===== config.mk =====
export PLATFORM = sky130hd
export DESIGN_NAME = cgra_cfg_sequencer_flat
export DESIGN_NICKNAME = d
export VERILOG_FILES = /design/src/rtl/cgra_cfg_pkg.sv /design/src/rtl/cgra_cfg_sequencer_if.sv /design/src/rtl/cgra_cfg_fifo.sv /design/src/rtl/cgra_cfg_sequencer.sv /design/src/flat_wrapper.sv
export SDC_FILE = /design/constraint.sdc
export NUM_CORES = 1
export LEC_CHECK = 0
export BUFFER_PORTS_ARGS = -buffer_cell sky130_fd_sc_hd__buf_2
export CORE_MARGIN = 5
export CORE_UTILIZATION = 40
export DETAILED_ROUTE_END_ITERATION = 8
export PLACE_DENSITY = 0.66
export SLEW_MARGIN = 20
export SYNTH_ARGS = -nofsm -noshare
export SYNTH_HDL_FRONTEND = slang
export SYNTH_SLANG_ARGS = --single-unit

===== constraint.sdc =====
create_clock -name wb_clk_i -period 4.6 [get_ports wb_clk_i]
set_input_delay 0.23 -clock wb_clk_i [delete_from_list [all_inputs] [get_ports wb_clk_i]]
set_output_delay 0.23 -clock wb_clk_i [all_outputs]
set_load 0.02 [all_outputs]

===== src/rtl/cgra_cfg_pkg.sv =====
// Purpose: shared types and widths for the CGRA configuration sequencer.
// Latency: n/a (types and constants only).
// Backpressure: n/a.
package cgra_cfg_pkg;

  localparam int ADDR_W = 32;
  localparam int DATA_W = 32;

  typedef enum logic [2:0] {
    ST_IDLE,
    ST_WSETUP,
    ST_WSTROBE,
    ST_WHOLD,
    ST_RSETUP,
    ST_RWAIT,
    ST_RDONE
  } cfg_state_e;

  // One buffered config write: address in the upper half, data in the lower.
  typedef struct packed {
    logic [ADDR_W-1:0] addr;
    logic [DATA_W-1:0] data;
  } cfg_entry_t;

  localparam int ENTRY_W = $bits(cfg_entry_t);

endpackage


===== src/rtl/cgra_cfg_sequencer_if.sv =====
// Purpose: CGRA-side configuration port (address/data/strobe/read enable/read data).
// Latency: n/a (wiring only).
// Backpressure: none; the CGRA port has fixed timing set by the sequencer.
interface cgra_cfg_sequencer_if;
  import cgra_cfg_pkg::*;

  logic [ADDR_W-1:0] cgra_config_addr_o;
  logic [DATA_W-1:0] cgra_config_data_o;
  logic              cgra_config_write_o;
  logic              cgra_config_read_o;
  logic [DATA_W-1:0] cgra_read_data_i;

  modport master (
    output cgra_config_addr_o,
    output cgra_config_data_o,
    output cgra_config_write_o,
    output cgra_config_read_o,
    input  cgra_read_data_i
  );

  modport slave (
    input  cgra_config_addr_o,
    input  cgra_config_data_o,
    input  cgra_config_write_o,
    input  cgra_config_read_o,
    output cgra_read_data_i
  );

endinterface


===== src/rtl/cgra_cfg_fifo.sv =====
// Purpose: synchronous FIFO buffering config write commands.
// Latency: head entry visible combinationally the cycle after the first push.
// Backpressure: a push into a full FIFO is accepted only alongside a pop, otherwise dropped.
module cgra_cfg_fifo #(
  parameter int DEPTH = 4,
  parameter int WIDTH = 64
) (
  input  logic                     wb_clk_i,
  input  logic                     wb_rst_ni,
  input  logic                     push,
  input  logic [WIDTH-1:0]         wdata,
  input  logic                     pop,
  output logic [WIDTH-1:0]         rdata,
  output logic                     full,
  output logic                     empty,
  output logic [$clog2(DEPTH):0]   count
);
  localparam int AW = $clog2(DEPTH);
  localparam logic [AW:0] DEPTH_C = (AW+1)'(DEPTH);

  logic [WIDTH-1:0] mem [DEPTH];
  logic [AW-1:0]    wr_ptr;
  logic [AW-1:0]    rd_ptr;
  logic             push_ok;
  logic             pop_ok;

  assign full    = (count == DEPTH_C);
  assign empty   = (count == '0);
  assign pop_ok  = pop && !empty;
  // A pop on the same edge frees the slot the push needs.
  assign push_ok = push && (!full || pop_ok);
  assign rdata   = mem[rd_ptr];

  // Storage write; contents need no reset because count gates visibility.
  always_ff @(posedge wb_clk_i) begin
    if (push_ok) mem[wr_ptr] <= wdata;
  end

  // Pointer and occupancy tracking; power-of-two depth lets pointers wrap naturally.
  always_ff @(posedge wb_clk_i or negedge wb_rst_ni) begin
    if (!wb_rst_ni) begin
      wr_ptr <= '0;
      rd_ptr <= '0;
      count  <= '0;
    end else begin
      if (push_ok) wr_ptr <= wr_ptr + 1'b1;
      if (pop_ok)  rd_ptr <= rd_ptr + 1'b1;
      case ({push_ok, pop_ok})
        2'b10:   count <= count + 1'b1;
        2'b01:   count <= count - 1'b1;
        default: count <= count;
      endcase
    end
  end

endmodule


===== src/rtl/cgra_cfg_sequencer.sv =====
// Purpose: serialises CSR config writes and reads onto the CGRA config port.
// Latency: write strobe 1+SETUP_CYC cycles after the pulse; read data valid 1+READ_LAT cycles after read start.
// Backpressure: none upstream; FIFO_DEPTH writes are buffered, excess pushes are dropped and flagged on ovf_o.
module cgra_cfg_sequencer
  import cgra_cfg_pkg::*;
#(
  parameter int SETUP_CYC  = 1,
  parameter int READ_LAT   = 2,
  parameter int FIFO_DEPTH = 4
) (
  input  logic                 wb_clk_i,
  input  logic                 wb_rst_ni,
  input  logic [ADDR_W-1:0]    cfg_addr_i,
  input  logic [DATA_W-1:0]    cfg_wdata_i,
  input  logic                 cfg_write_i,
  input  logic                 cfg_read_i,
  output logic [DATA_W-1:0]    cfg_rdata_o,
  output logic                 cfg_rdata_valid_o,
  output logic                 busy_o,
  output logic                 ovf_o,
  cgra_cfg_sequencer_if.master cgra
);
  localparam int         CNT_W    = $clog2(FIFO_DEPTH) + 1;
  localparam logic [3:0] SETUP_LD = 4'(SETUP_CYC - 1);
  localparam logic [3:0] READ_LD  = 4'(READ_LAT - 1);

  cfg_state_e        state_q;
  logic [3:0]        cnt_q;
  logic [ADDR_W-1:0] addr_q;
  logic [DATA_W-1:0] data_q;
  logic [DATA_W-1:0] rdata_q;
  logic              wr_q;
  logic              rd_q;
  logic              vld_q;
  logic              pending_q;
  logic              read_q;
  logic              ovf_q;

  cfg_entry_t        push_entry;
  cfg_entry_t        head_entry;
  logic              fifo_full;
  logic              fifo_empty;
  logic              fifo_pop;
  logic [CNT_W-1:0]  fifo_count;
  logic              read_rise;

  assign push_entry = '{addr: cfg_addr_i, data: cfg_wdata_i};
  // The FSM only ever pops from IDLE, so the pop is known before the edge.
  assign fifo_pop   = (state_q == ST_IDLE) && !fifo_empty;
  assign read_rise  = cfg_read_i && !read_q;

  cgra_cfg_fifo #(
    .DEPTH (FIFO_DEPTH),
    .WIDTH (ENTRY_W)
  ) u_fifo (
    .wb_clk_i  (wb_clk_i),
    .wb_rst_ni (wb_rst_ni),
    .push      (cfg_write_i),
    .wdata     (push_entry),
    .pop       (fifo_pop),
    .rdata     (head_entry),
    .full      (fifo_full),
    .empty     (fifo_empty),
    .count     (fifo_count)
  );

  assign cgra.cgra_config_addr_o  = addr_q;
  assign cgra.cgra_config_data_o  = data_q;
  assign cgra.cgra_config_write_o = wr_q;
  assign cgra.cgra_config_read_o  = rd_q;

  assign cfg_rdata_o       = rdata_q;
  assign cfg_rdata_valid_o = vld_q;
  assign ovf_o             = ovf_q;
  assign busy_o            = (state_q != ST_IDLE) || (fifo_count != '0) || pending_q;

  // Sticky overflow: a push that finds the FIFO full with no same-edge pop is lost.
  always_ff @(posedge wb_clk_i or negedge wb_rst_ni) begin
    if (!wb_rst_ni) begin
      ovf_q <= 1'b0;
    end else if (cfg_write_i && fifo_full && !fifo_pop) begin
      ovf_q <= 1'b1;
    end
  end

  // Sequencer FSM: drains buffered writes first, then services a pending read.
  always_ff @(posedge wb_clk_i or negedge wb_rst_ni) begin
    if (!wb_rst_ni) begin
      state_q   <= ST_IDLE;
      cnt_q     <= '0;
      addr_q    <= '0;
      data_q    <= '0;
      rdata_q   <= '0;
      wr_q      <= 1'b0;
      rd_q      <= 1'b0;
      vld_q     <= 1'b0;
      pending_q <= 1'b0;
      read_q    <= 1'b0;
    end else begin
      read_q <= cfg_read_i;
      if (read_rise) pending_q <= 1'b1;

      case (state_q)
        ST_IDLE: begin
          if (!fifo_empty) begin
            addr_q  <= head_entry.addr;
            data_q  <= head_entry.data;
            cnt_q   <= SETUP_LD;
            state_q <= ST_WSETUP;
          end else if (pending_q) begin
            addr_q  <= cfg_addr_i;
            rd_q    <= 1'b1;
            state_q <= ST_RSETUP;
          end
        end
        ST_WSETUP: begin
          if (cnt_q == '0) begin
            wr_q    <= 1'b1;
            state_q <= ST_WSTROBE;
          end else begin
            cnt_q <= cnt_q - 1'b1;
          end
        end
        ST_WSTROBE: begin
          wr_q    <= 1'b0;
          state_q <= ST_WHOLD;
        end
        ST_WHOLD: begin
          state_q <= ST_IDLE;
        end
        ST_RSETUP: begin
          cnt_q   <= READ_LD;
          state_q <= ST_RWAIT;
        end
        ST_RWAIT: begin
          if (cnt_q == '0) begin
            rdata_q   <= cgra.cgra_read_data_i;
            vld_q     <= 1'b1;
            pending_q <= 1'b0;
            state_q   <= ST_RDONE;
          end else begin
            cnt_q <= cnt_q - 1'b1;
          end
        end
        ST_RDONE: begin
          // Hold the read enable until the CSR stage releases its request.
          if (!cfg_read_i) begin
            rd_q    <= 1'b0;
            vld_q   <= 1'b0;
            state_q <= ST_IDLE;
          end
        end
        default: begin
          state_q <= ST_IDLE;
        end
      endcase
    end
  end

endmodule

===== src/flat_wrapper.sv =====
// flat-port wrapper written by rule: the top's interface ports become plain ports
module cgra_cfg_sequencer_flat import cgra_cfg_pkg::*;
#(
  parameter int SETUP_CYC  = 1,
  parameter int READ_LAT   = 2,
  parameter int FIFO_DEPTH = 4
)
  (wb_clk_i, wb_rst_ni, cfg_addr_i, cfg_wdata_i, cfg_write_i, cfg_read_i, cfg_rdata_o, cfg_rdata_valid_o, busy_o, ovf_o, cgra_cgra_config_addr_o, cgra_cgra_config_data_o, cgra_cgra_config_write_o, cgra_cgra_config_read_o, cgra_cgra_read_data_i);
  cgra_cfg_sequencer_if cgra_i ();
  input  logic wb_clk_i;
  input  logic wb_rst_ni;
  input  logic [ADDR_W-1:0] cfg_addr_i;
  input  logic [DATA_W-1:0] cfg_wdata_i;
  input  logic cfg_write_i;
  input  logic cfg_read_i;
  output logic [DATA_W-1:0] cfg_rdata_o;
  output logic cfg_rdata_valid_o;
  output logic busy_o;
  output logic ovf_o;
  output wire logic [$bits(cgra_i.cgra_config_addr_o)-1:0] cgra_cgra_config_addr_o;
  output wire logic [$bits(cgra_i.cgra_config_data_o)-1:0] cgra_cgra_config_data_o;
  output wire logic [$bits(cgra_i.cgra_config_write_o)-1:0] cgra_cgra_config_write_o;
  output wire logic [$bits(cgra_i.cgra_config_read_o)-1:0] cgra_cgra_config_read_o;
  input wire logic [$bits(cgra_i.cgra_read_data_i)-1:0] cgra_cgra_read_data_i;
  assign cgra_cgra_config_addr_o = cgra_i.cgra_config_addr_o;
  assign cgra_cgra_config_data_o = cgra_i.cgra_config_data_o;
  assign cgra_cgra_config_write_o = cgra_i.cgra_config_write_o;
  assign cgra_cgra_config_read_o = cgra_i.cgra_config_read_o;
  assign cgra_i.cgra_read_data_i = cgra_cgra_read_data_i;
  cgra_cfg_sequencer #(.SETUP_CYC(SETUP_CYC), .READ_LAT(READ_LAT), .FIFO_DEPTH(FIFO_DEPTH)) u_core (.wb_clk_i(wb_clk_i), .wb_rst_ni(wb_rst_ni), .cfg_addr_i(cfg_addr_i), .cfg_wdata_i(cfg_wdata_i), .cfg_write_i(cfg_write_i), .cfg_read_i(cfg_read_i), .cfg_rdata_o(cfg_rdata_o), .cfg_rdata_valid_o(cfg_rdata_valid_o), .busy_o(busy_o), .ovf_o(ovf_o), .cgra(cgra_i));
endmodule

==> reports/results.ini <==
[place]
pre_cts_ws_ns=1.489
portBuffers=200
dp_hpwl_um=18220
routabilityCongestion=0.7638

[pwr]
p_switching_mw=3.942
swShare=0.3196
leakage_nw=6.668
ir_drop_mv=0.4121
power.share.clock=0.274
comb_power_share=0.300
p_int_mw=8.394
p_per_area_nw_per_um2=685.8
seqPwrFrac=0.426

[worst_setup_path]
cp_slowest_stage_delay_ns=0.64
regToRegSetupSlack_ns=1.53
path_max_fanout=35
crit_end=u_core.u_fifo.count[1]
r2r_start=u_core.state_q[0]
cp-end-kind=flip-flop
startpoint=u_core.state_q[0]
cp_slowest_cell=or3_1
worstReg2RegEnd=u_core.u_fifo.count[1]
cp.required_ns=5.05
crit_path_start_kind=flip-flop
crit_arrival_ns=3.53
path_cells=or3_1 > nor2_8 > nand2_1 > fa_1 > inv_1 > o221ai_1 > a31oi_1 > o22a_1
critPathKind=flip-flop to flip-flop
r2r_cells=8

[die]
chipWidth_um=198.3
rows=69
die_area_um2=39310
ios=201
initial_core_util=0.4015
die_h_um=198.3
coreArea_um2=35310

[detailed_routing]
ant_nets=0
viasPerCell=5.044
wl_per_cell_um=19.79
wl_um=30360
drtIter0Drc=377
drc_errors=0
vias=7737
firstDrtPassIters=5

[cells_and_area]
finalNetCount=1147
drive_gt1_frac=0.3912
area_growth_pct=26.86

[cts]
ctsLongestPathBuffers=3
hold_buffers=98
clock-root-buffer=clkbuf_16
cts_max_level=2
cts_setup_buffers=0
clk_pin_slew_ns=0.06
cts_resized=0
numCtsBuffers=39
cts_tree=built
insertion_delay_ns=0.52
clock_sinks=372

[sta]
min_period_ns=3.075
drv_slew=0
rsz0062_at_grt=no
maxClockFrequency_mhz=325.2
finalSetupViolations=0
worst_slew_pin_slew_ns=1.002
tns_ns=0
whs_ns=0.09685
relSlewSlack=0.3317
min_period_over_period=0.6684
clock_skew_ns=0.01625
hold_violations=0
fin_ws_ns=1.525

[synthesis]
yosysWarnings=0
yosys.area.top_type=edfxtp_1
syn_inst=738
synth_common_cells=edfxtp_1 (256), dfrtp_1 (116), mux2_2 (65)
synth_flop_cell=edfxtp_1
async_flop_share=0.3118
syn_area_um2=14180
synth_fp_nets=845
synth_cell_types=48
yosysMostFrequentCell=edfxtp_1
avgSynthCellArea_um2=19.21
synth_top_area_share=0.5422
netlist_top_cells_area=edfxtp_1 (54%), dfrtp_1 (20%), mux4_2 (10%)
synth_seq_cells=372
synth_edf_count=256
yosysSeqAreaShare=0.7469

[global_route]
grt_pass1_wl_um=47410
grt_use_total=0.1541
grt_max_degree=70
antenna_found_initial=2
grt_pass1_vias=8267
overflow=0

[worst_hold_path]
hold_path_class=input pin to flip-flop

[job]
max-cap-violations=0

[run_status]
outcome=completed

logic make-up (layout without fill, tap and decap cells):
group           Yosys count  after routing  synth area share
compound gates           97             97           0.04254
xor+xnor                  5              5          0.003089
fa+ha+maj                 7              7          0.006707
buf+inv                  54            387           0.02144
flops                   372            372            0.7469
mux                     129            129            0.1533
other cells               0              2                 0
simple gates             74             74           0.02603
area by class of cell:
type / count / area, µm²
tap: 461 / 576.8
antenna: 2 / 5.005
fill: 2894 / 17320
clock buffer: 47 / 1057
clock inverter: 25 / 361.6
inverter: 10 / 37.54
timing repair buffer: 305 / 2041
multi-input combinational: 312 / 3311
sequential: 372 / 10600
power groups by stage:
stage | sequential (mW) | combinational, mW | clock [mW]
CTS | 5.28 | 3.78 | 3.47
global placement | 5.29 | 3.65 | 0
detailed placement | 5.34 | 3.70 | 0
floorplan | 5.49 | 2.36 | 0
finish | 5.25 | 3.70 | 3.38
global route | 5.40 | 4.03 | 3.62
layer usage:
metal  GRT usage  wire [µm]  up-vias
met2      0.2590      14970      244
met3     0.02978       1850       40
met5           0         13        -
met1      0.2122      13090     3924
li1            -          -     3527
met4     0.03162        437        2
how the worst min path moves through the flow:
stage                 from                      to  slack, ns  depth (start not counted)
2_1_floorplan    wb_rst_ni   u_core.cfg_rdata_o[0]      -0.07                          0
3_3_place_gp     wb_rst_ni   u_core.cfg_rdata_o[5]       0.30                          1
3_5_place_dp     wb_rst_ni   u_core.cfg_rdata_o[5]       0.31                          1
4_1_cts        cfg_write_i  u_core.u_fifo.count[2]       0.06                          2
5_1_grt        cfg_write_i  u_core.u_fifo.count[2]       0.12                          2
6_report       cfg_write_i  u_core.u_fifo.count[2]        0.1                          2
per-stage QoR:
| step | instances | cell area [µm²] | power (mW) | utilization |
|---|---|---|---|---|
| 3_3_place_gp | 1362 | 15580 | 8.946 | 0.4411 |
| 3_5_place_dp | 1362 | 15580 | 9.041 | 0.4413 |
| 6_report | 1534 | 17990 | 12.34 | 0.5094 |
| 4_1_cts | 1532 | 17980 | 12.53 | 0.5093 |
| 2_1_floorplan | 738 | 14180 | 7.855 | - |
| 5_1_grt | 1533 | 17980 | 13.06 | 0.5093 |
critical path, delay by kind of cell, from the launching register on:
kind / cells / cell delay [ns]
simple gates: 3 / 1.42
buf+inv: 1 / 0.09
flops: 1 / 0.56
fa+ha+maj: 1 / 0.50
compound gates: 3 / 0.45
layout by cell type (no fill, tap or decap), types with 4 or more instances in the layout:
cell type,synthesis,final
mux4_2,64,64
o22ai_1,33,33
nor2_1,37,37
clkinvlp_4,0,4
bufinv_16,0,8
clkbuf_1,13,4
a21oi_1,37,37
mux2_2,65,65
buf_4,5,7
ha_1,6,6
edfxtp_1,256,256
dfrtp_1,116,114
buf_2,18,199
inv_1,10,10
nand2_1,13,13
clkinv_2,0,8
o21ai_0,7,7
dlygate4sd3_1,0,98
and2_4,0,4
clkbuf_16,0,40
registers in the layout, indices dropped and copies added, names as in the netlist:
register	flops
u_core.u_fifo.count	3
u_core.u_fifo.rd_ptr	2
u_core.read_q	1
u_core.cnt_q	4
u_core.ovf_o	1
u_core.cfg_rdata_valid_o	1
u_core.u_fifo.mem	256
u_core.cgra.cgra_config_write_o	1
u_core.cgra.cgra_config_addr_o	32
u_core.u_fifo.wr_ptr	2
u_core.cgra.cgra_config_read_o	1
u_core.pending_q	1
u_core.state_q	3
u_core.cgra.cgra_config_data_o	32
u_core.cfg_rdata_o	32
(Power assumes the default switching activity.)
